**config.mk**
```make
export PLATFORM = sky130hd
export DESIGN_NAME = clock_set_ctrl
export DESIGN_NICKNAME = d
export VERILOG_FILES = /design/src/rtl/clock_pkg.sv /design/src/rtl/sec_strobe_gen.sv /design/src/rtl/clock_set_ctrl.sv
export SDC_FILE = /design/constraint.sdc
export NUM_CORES = 1
export LEC_CHECK = 0
export CAP_MARGIN = 25
export CORE_ASPECT_RATIO = 0.7
export CORE_MARGIN = 3
export CORE_UTILIZATION = 55
export CTS_CLUSTER_SIZE = 28
export DETAILED_ROUTE_END_ITERATION = 12
export PLACE_DENSITY_LB_ADDON = 0.2
export SYNTH_ARGS = -nofsm -noshare
export SYNTH_HDL_FRONTEND = slang
export SYNTH_SLANG_ARGS = --single-unit
```
**constraint.sdc**
```tcl
create_clock -name clk -period 6.6 [get_ports clk]
set_input_delay 1.98 -clock clk [delete_from_list [all_inputs] [get_ports clk]]
set_output_delay 1.98 -clock clk [all_outputs]
set_load 0.02 [all_outputs]
```
**src/rtl/clock_pkg.sv**
```systemverilog
// Shared types, field widths and wrap helpers for the clock-setting controller.
package clock_pkg;

  localparam int HR_W  = 5;
  localparam int MIN_W = 6;

  localparam logic [HR_W-1:0]  HR_MAX  = 5'd23;
  localparam logic [MIN_W-1:0] MIN_MAX = 6'd59;

  // Encoding of the field output.
  localparam logic [1:0] FIELD_RUN = 2'b00;
  localparam logic [1:0] FIELD_HR  = 2'b01;
  localparam logic [1:0] FIELD_MIN = 2'b10;

  typedef enum logic [1:0] {
    ST_RUN     = 2'd0,
    ST_SET_HR  = 2'd1,
    ST_SET_MIN = 2'd2,
    ST_COMMIT  = 2'd3
  } state_t;

  // Hour increment with compare-and-clear wrap 23 -> 0.
  function automatic logic [HR_W-1:0] hr_inc(input logic [HR_W-1:0] v);
    if (v >= HR_MAX) begin
      hr_inc = 5'd0;
    end else begin
      hr_inc = v + 5'd1;
    end
  endfunction

  // Minute increment with compare-and-clear wrap 59 -> 0.
  function automatic logic [MIN_W-1:0] min_inc(input logic [MIN_W-1:0] v);
    if (v >= MIN_MAX) begin
      min_inc = 6'd0;
    end else begin
      min_inc = v + 6'd1;
    end
  endfunction

endpackage

```
**src/rtl/sec_strobe_gen.sv**
```systemverilog
// One-second prescaler. strobe and half are registered and line up with the
// count value held in the same cycle: strobe marks the last count of a
// second, half marks the first half of the second.
module sec_strobe_gen #(
  parameter int CLK_DIV = 100_000_000
) (
  input  logic clk,
  input  logic rst,
  input  logic restart,
  output logic strobe,
  output logic half
);

  localparam int CW = $clog2(CLK_DIV);
  localparam logic [CW-1:0] LAST  = CW'(CLK_DIV - 1);
  localparam logic [CW-1:0] HALFV = CW'(CLK_DIV / 2);

  logic [CW-1:0] count;
  logic [CW-1:0] count_next;

  // Next prescaler value: restart has priority over the normal wrap.
  always_comb begin
    count_next = {CW{1'b0}};
    if (restart) begin
      count_next = {CW{1'b0}};
    end else if (count == LAST) begin
      count_next = {CW{1'b0}};
    end else begin
      count_next = count + CW'(1);
    end
  end

  // Prescaler register and its registered decodes.
  always_ff @(posedge clk) begin
    if (rst) begin
      count  <= {CW{1'b0}};
      strobe <= 1'b0;
      half   <= 1'b1;
    end else begin
      count  <= count_next;
      strobe <= (count_next == LAST);
      half   <= (count_next < HALFV);
    end
  end

endmodule

```
**src/rtl/clock_set_ctrl.sv**
```systemverilog
// Clock-setting controller: runs the time-counter tick, lets the user edit
// hours then minutes with two buttons, and commits with a one-cycle load.
// An idle session times out back to RUN without loading.
module clock_set_ctrl
  import clock_pkg::*;
#(
  parameter int CLK_DIV   = 100_000_000,
  parameter int TIMEOUT_S = 30
) (
  input  logic             clk,
  input  logic             rst,
  input  logic             btn_mode,
  input  logic             btn_inc,
  input  logic [HR_W-1:0]  cur_hr,
  input  logic [MIN_W-1:0] cur_min,
  output logic             tick,
  output logic             load,
  output logic [HR_W-1:0]  load_hr,
  output logic [MIN_W-1:0] load_min,
  output logic             setting,
  output logic [1:0]       field,
  output logic             blink
);

  localparam int TW = (TIMEOUT_S < 2) ? 1 : $clog2(TIMEOUT_S);
  localparam logic [TW-1:0] TIMEOUT_LAST = TW'(TIMEOUT_S - 1);

  state_t           state;
  logic [TW-1:0]    tcnt;
  logic [HR_W-1:0]  edit_hr;
  logic [MIN_W-1:0] edit_min;
  logic             mode_prev;
  logic             inc_prev;
  logic             mode_edge;
  logic             inc_edge;
  logic             restart;
  logic             strobe;
  logic             half;

  assign mode_edge = btn_mode & ~mode_prev;
  assign inc_edge  = btn_inc  & ~inc_prev;

  // Restarting on the commit edge puts count 0 in the load cycle, so the
  // first tick after load lands a full second later.
  assign restart = (state == ST_SET_MIN) & mode_edge;

  sec_strobe_gen #(
    .CLK_DIV (CLK_DIV)
  ) u_sec (
    .clk     (clk),
    .rst     (rst),
    .restart (restart),
    .strobe  (strobe),
    .half    (half)
  );

  assign load_hr  = edit_hr;
  assign load_min = edit_min;
  assign blink    = setting & half;

  // Session FSM with edge detection, timeout counting and registered outputs.
  always_ff @(posedge clk) begin
    if (rst) begin
      state     <= ST_RUN;
      tcnt      <= {TW{1'b0}};
      edit_hr   <= 5'd0;
      edit_min  <= 6'd0;
      mode_prev <= 1'b1;
      inc_prev  <= 1'b1;
      tick      <= 1'b0;
      load      <= 1'b0;
      setting   <= 1'b0;
      field     <= FIELD_RUN;
    end else begin
      mode_prev <= btn_mode;
      inc_prev  <= btn_inc;
      tick      <= strobe & (state == ST_RUN);
      load      <= 1'b0;
      case (state)
        ST_RUN: begin
          if (mode_edge) begin
            state    <= ST_SET_HR;
            edit_hr  <= cur_hr;
            edit_min <= cur_min;
            tcnt     <= {TW{1'b0}};
            setting  <= 1'b1;
            field    <= FIELD_HR;
          end
        end
        ST_SET_HR: begin
          if (mode_edge) begin
            state <= ST_SET_MIN;
            tcnt  <= {TW{1'b0}};
            field <= FIELD_MIN;
          end else if (inc_edge) begin
            edit_hr <= hr_inc(edit_hr);
            tcnt    <= {TW{1'b0}};
          end else if (strobe) begin
            if (tcnt >= TIMEOUT_LAST) begin
              state   <= ST_RUN;
              tcnt    <= {TW{1'b0}};
              setting <= 1'b0;
              field   <= FIELD_RUN;
            end else begin
              tcnt <= tcnt + TW'(1);
            end
          end
        end
        ST_SET_MIN: begin
          if (mode_edge) begin
            state   <= ST_COMMIT;
            tcnt    <= {TW{1'b0}};
            load    <= 1'b1;
            setting <= 1'b0;
            field   <= FIELD_RUN;
          end else if (inc_edge) begin
            edit_min <= min_inc(edit_min);
            tcnt     <= {TW{1'b0}};
          end else if (strobe) begin
            if (tcnt >= TIMEOUT_LAST) begin
              state   <= ST_RUN;
              tcnt    <= {TW{1'b0}};
              setting <= 1'b0;
              field   <= FIELD_RUN;
            end else begin
              tcnt <= tcnt + TW'(1);
            end
          end
        end
        ST_COMMIT: begin
          state <= ST_RUN;
        end
        default: begin
          state   <= ST_RUN;
          tcnt    <= {TW{1'b0}};
          setting <= 1'b0;
          field   <= FIELD_RUN;
        end
      endcase
    end
  end

endmodule

```
==> flow_metrics.env <==
export IMPL_hold_depth=2
export IMPL_outcome="finished, final reports clean"
export IMPL_crit_arrival_ns=4.31
export IMPL_crit_type="in -> reg"
export IMPL_r2r_start="u_sec.count[0]"
export IMPL_cts_tree="done"
export IMPL_rsz0062_at_grt="no"
export IMPL_grt_pass1_wl_mm=11.72
export IMPL_dieHeight_um=68.27
export IMPL_yosys_area_share_xor_xnor_pct=8.049
export IMPL_final_util_pct=68.11
export IMPL_max_slew_margin_pct=47.64
export IMPL_synthTopCellsByArea="dfxtp_1, nor2_1, xnor2_1"
export IMPL_leakage_nw=1.179
export IMPL_fin_setup_tns_ns=0
export IMPL_synth_top_area_share_pct=35.48
export IMPL_wl_per_cell_um=15.37
export IMPL_postRouteAntennaNets=0
export IMPL_synth_top_cell_by_area="dfxtp_1"
export IMPL_synth_edf_count=0
export IMPL_clock_skew_ns=0.009281
export IMPL_grt_pass1_vias=2443
export IMPL_worst_hold_startpoint="field[0]"
export IMPL_critical_path_max_stage_delay_ns=0.64
export IMPL_core_um2=5045
export IMPL_antenna_found_initial=0
export IMPL_synth_top_family_by_area="simple AND/OR/NAND/NOR gates"
export IMPL_path_clk_slew_ns=0.09
export IMPL_place_congestion=0.9515
export IMPL_final_common_cell="nor2_1"
export IMPL_min_period_ns=4.083
export IMPL_gr_usage_all_layers_pct=22.86
export IMPL_fp_row_count=21
export IMPL_num_vias=2846
export IMPL_drive_gt1_share_pct=4.534
export IMPL_syn_inst=378
export IMPL_worstPathRequired_ns=6.83
export IMPL_end_kind="flip-flop"
export IMPL_p_total_w=0.0005836
export IMPL_ys_warn_count=0
export IMPL_die_w_um=94.96
export IMPL_routed_wl_mm=7.161
export IMPL_hold_viol_final=0
export IMPL_synthMuxAreaShare_pct=0.3285
export IMPL_drt_iter0_drc=304
export IMPL_setup_violations_final=0
export IMPL_ys_types=60
export IMPL_initial_core_util_pct=60.39
export IMPL_ys_flop_type="dfxtp_1"
export IMPL_reg2reg_to="u_sec.strobe"
export IMPL_layout_nets=421
export IMPL_numCtsBuffers=5
export IMPL_grt_ovfl_total=0
export IMPL_slew_viol_final=0
export IMPL_crit_path_frequent_cell="nand2_1"
export IMPL_async_flop_share_pct=0
export IMPL_synth_fp_nets=402
export IMPL_cts_root_buf="clkbuf_8"
export IMPL_ys_seq_area_share_pct=35.48
export IMPL_synth_fa_ha_area_share_pct=3.696
export IMPL_clk_latency_ns=0.31
export IMPL_drt_vias_per_instance=6.107
export IMPL_tightest_slew_ns=0.7835
export IMPL_ys_seq_elements=54
export IMPL_drt_pass1_iter_count=5
export IMPL_vdd_drop_max_mv=0.09280
export IMPL_antennaDiodeCount=0
export IMPL_h_tree_depth=2
export IMPL_reg2reg_depth=7
export IMPL_p_per_area_nw_per_um2=169.9
export IMPL_ctsResizeCount=0
export IMPL_max_cap_violations=0
export IMPL_clk_path_buf_depth=2
export IMPL_start_kind="input port"
export IMPL_cts_hold_fix_buffers=0
export IMPL_buffer_ports_inserted=31
export IMPL_fin_crit_sh_pct=61.86
export IMPL_cp_max_fo=21
export IMPL_final_cell_mix="nor2_1, dfxtp_1, clkdlybuf4s50_1, nand3_1, nand2_1"
export IMPL_die_area_um2=6483
export IMPL_area_growth_syn_to_layout_pct=12.77
export IMPL_cpMaxStageDelayCell="nand2_1"
export IMPL_max_clock_freq_mhz=244.9
export IMPL_hold_end="field[0]"
export IMPL_num_io_pins=32
export IMPL_clock_sinks=54
export IMPL_cp_cell_sequence="clkdlybuf4s50_1 > nor2b_1 > nand2_1 > o21a_1 > nand2_1 > nor3_1 > a32oi_1"
export IMPL_place_inst=459
export IMPL_finalNonFillerCells=466
export IMPL_r2r_setup_slack_ns=4.00
export IMPL_syn_cell_area_um2=3047
export IMPL_hpwl_mm=5.174
export IMPL_post_cts_buffers=0
export IMPL_post_synth_cell_area_avg_um2=8.060
export IMPL_drc=0
export IMPL_holdCritPathClass="reg -> reg"
export IMPL_synth_compound_area_share_pct=15.56
export IMPL_grt_max_degree=22
export IMPL_synthSimpleGateAreaFrac_pct=32.40
==> final cells by class <==
class / count / area [um^2]
fillers: 451 / 1609
clock buffers: 6 / 72.57
well taps: 69 / 86.33
multi-input cells: 292 / 1829
clock inverters: 1 / 7.507
repair buffers: 31 / 310.3
flip-flops and latches: 54 / 1081
inverters: 13 / 48.80
==> logic make-up (layout without fill, tap and decap cells) <==
logic type | after synthesis | count (layout)
AOI/OAI and AO/OA | 71 | 71
and+or+nand+nor | 183 | 183
DFF | 54 | 54
buffers and inverters | 32 | 51
muxes | 1 | 1
adders and majority gates | 9 | 9
xor gates and xnor gates | 28 | 28
==> Yosys cell counts, types with 2 or more instances <==
cell,n
nand2_1,19
o21ai_0,15
o31ai_1,2
nand2b_1,7
nand3_1,22
o21ai_1,4
nor4b_1,3
o21a_1,2
or2_2,2
a21oi_1,15
and3_1,8
inv_1,12
xor2_1,12
dfxtp_1,54
a311oi_1,3
nand4_1,16
xnor2_1,16
nor2_1,60
and2_1,3
o2111ai_1,2
nor4_1,7
ha_1,9
and4_1,7
a211oi_1,7
nand4_2,3
buf_2,3
clkbuf_1,12
a22oi_1,2
o31a_1,3
buf_4,3
nor3_1,11
nor2b_1,4
o221ai_1,3
==> where the power goes <==
part	switching [W]	leakage, nW	internal, W
Sequential	0.00000948	0.438	0.000334
Combinational	0.0000337	0.704	0.0000303
Clock	0.000103	0.0373	0.0000730
Total	0.000147	1.18	0.000437
==> through the flow <==
stage	hold WS [ns]	cell area, um^2	setup slack, ns
floorplan	0.4563	3047	3.420
finish	0.4779	3436	2.517
detailed placement	0.4690	3356	2.281
CTS	0.4822	3436	2.578
global placement	0.4690	3356	2.383
global route	0.5334	3436	2.383
==> flip-flops by register name, indices dropped and copies added, names as in the netlist <==
signal        count
mode_prev         1
tcnt              5
state             2
field             2
load              1
inc_prev          1
tick              1
u_sec.half        1
load_min          6
u_sec.strobe      1
u_sec.count      27
load_hr           5
setting           1
==> metal layers <==
metal,track usage (%),vias up,wire length (um)
met5,0,-,0
met4,5.576,0,67
met3,4.615,9,557
met2,33.10,122,2889
met1,34.35,1305,3646
li1,-,1410,-
==> critical path, delay by kind of cell <==
family | cells | cell delay (ns)
AO/OA/AOI/OAI | 2 | 0.47
buffers and inverters | 1 | 0.51
AND/OR/NAND/NOR | 4 | 1.35
==> how the worst max path moves through the flow <==
stage,end,cells after the start,startpoint,slack [ns]
after global placement,u_sec.half,5,rst,2.38
after CTS,u_sec.half,7,btn_mode,2.58
after global routing,u_sec.half,5,rst,2.38
after detailed placement,u_sec.half,7,btn_mode,2.28
final,u_sec.half,7,btn_mode,2.52
after floorplan,load_min[3],7,btn_mode,3.42
Note: power is estimated with default switching activity, not from simulation.
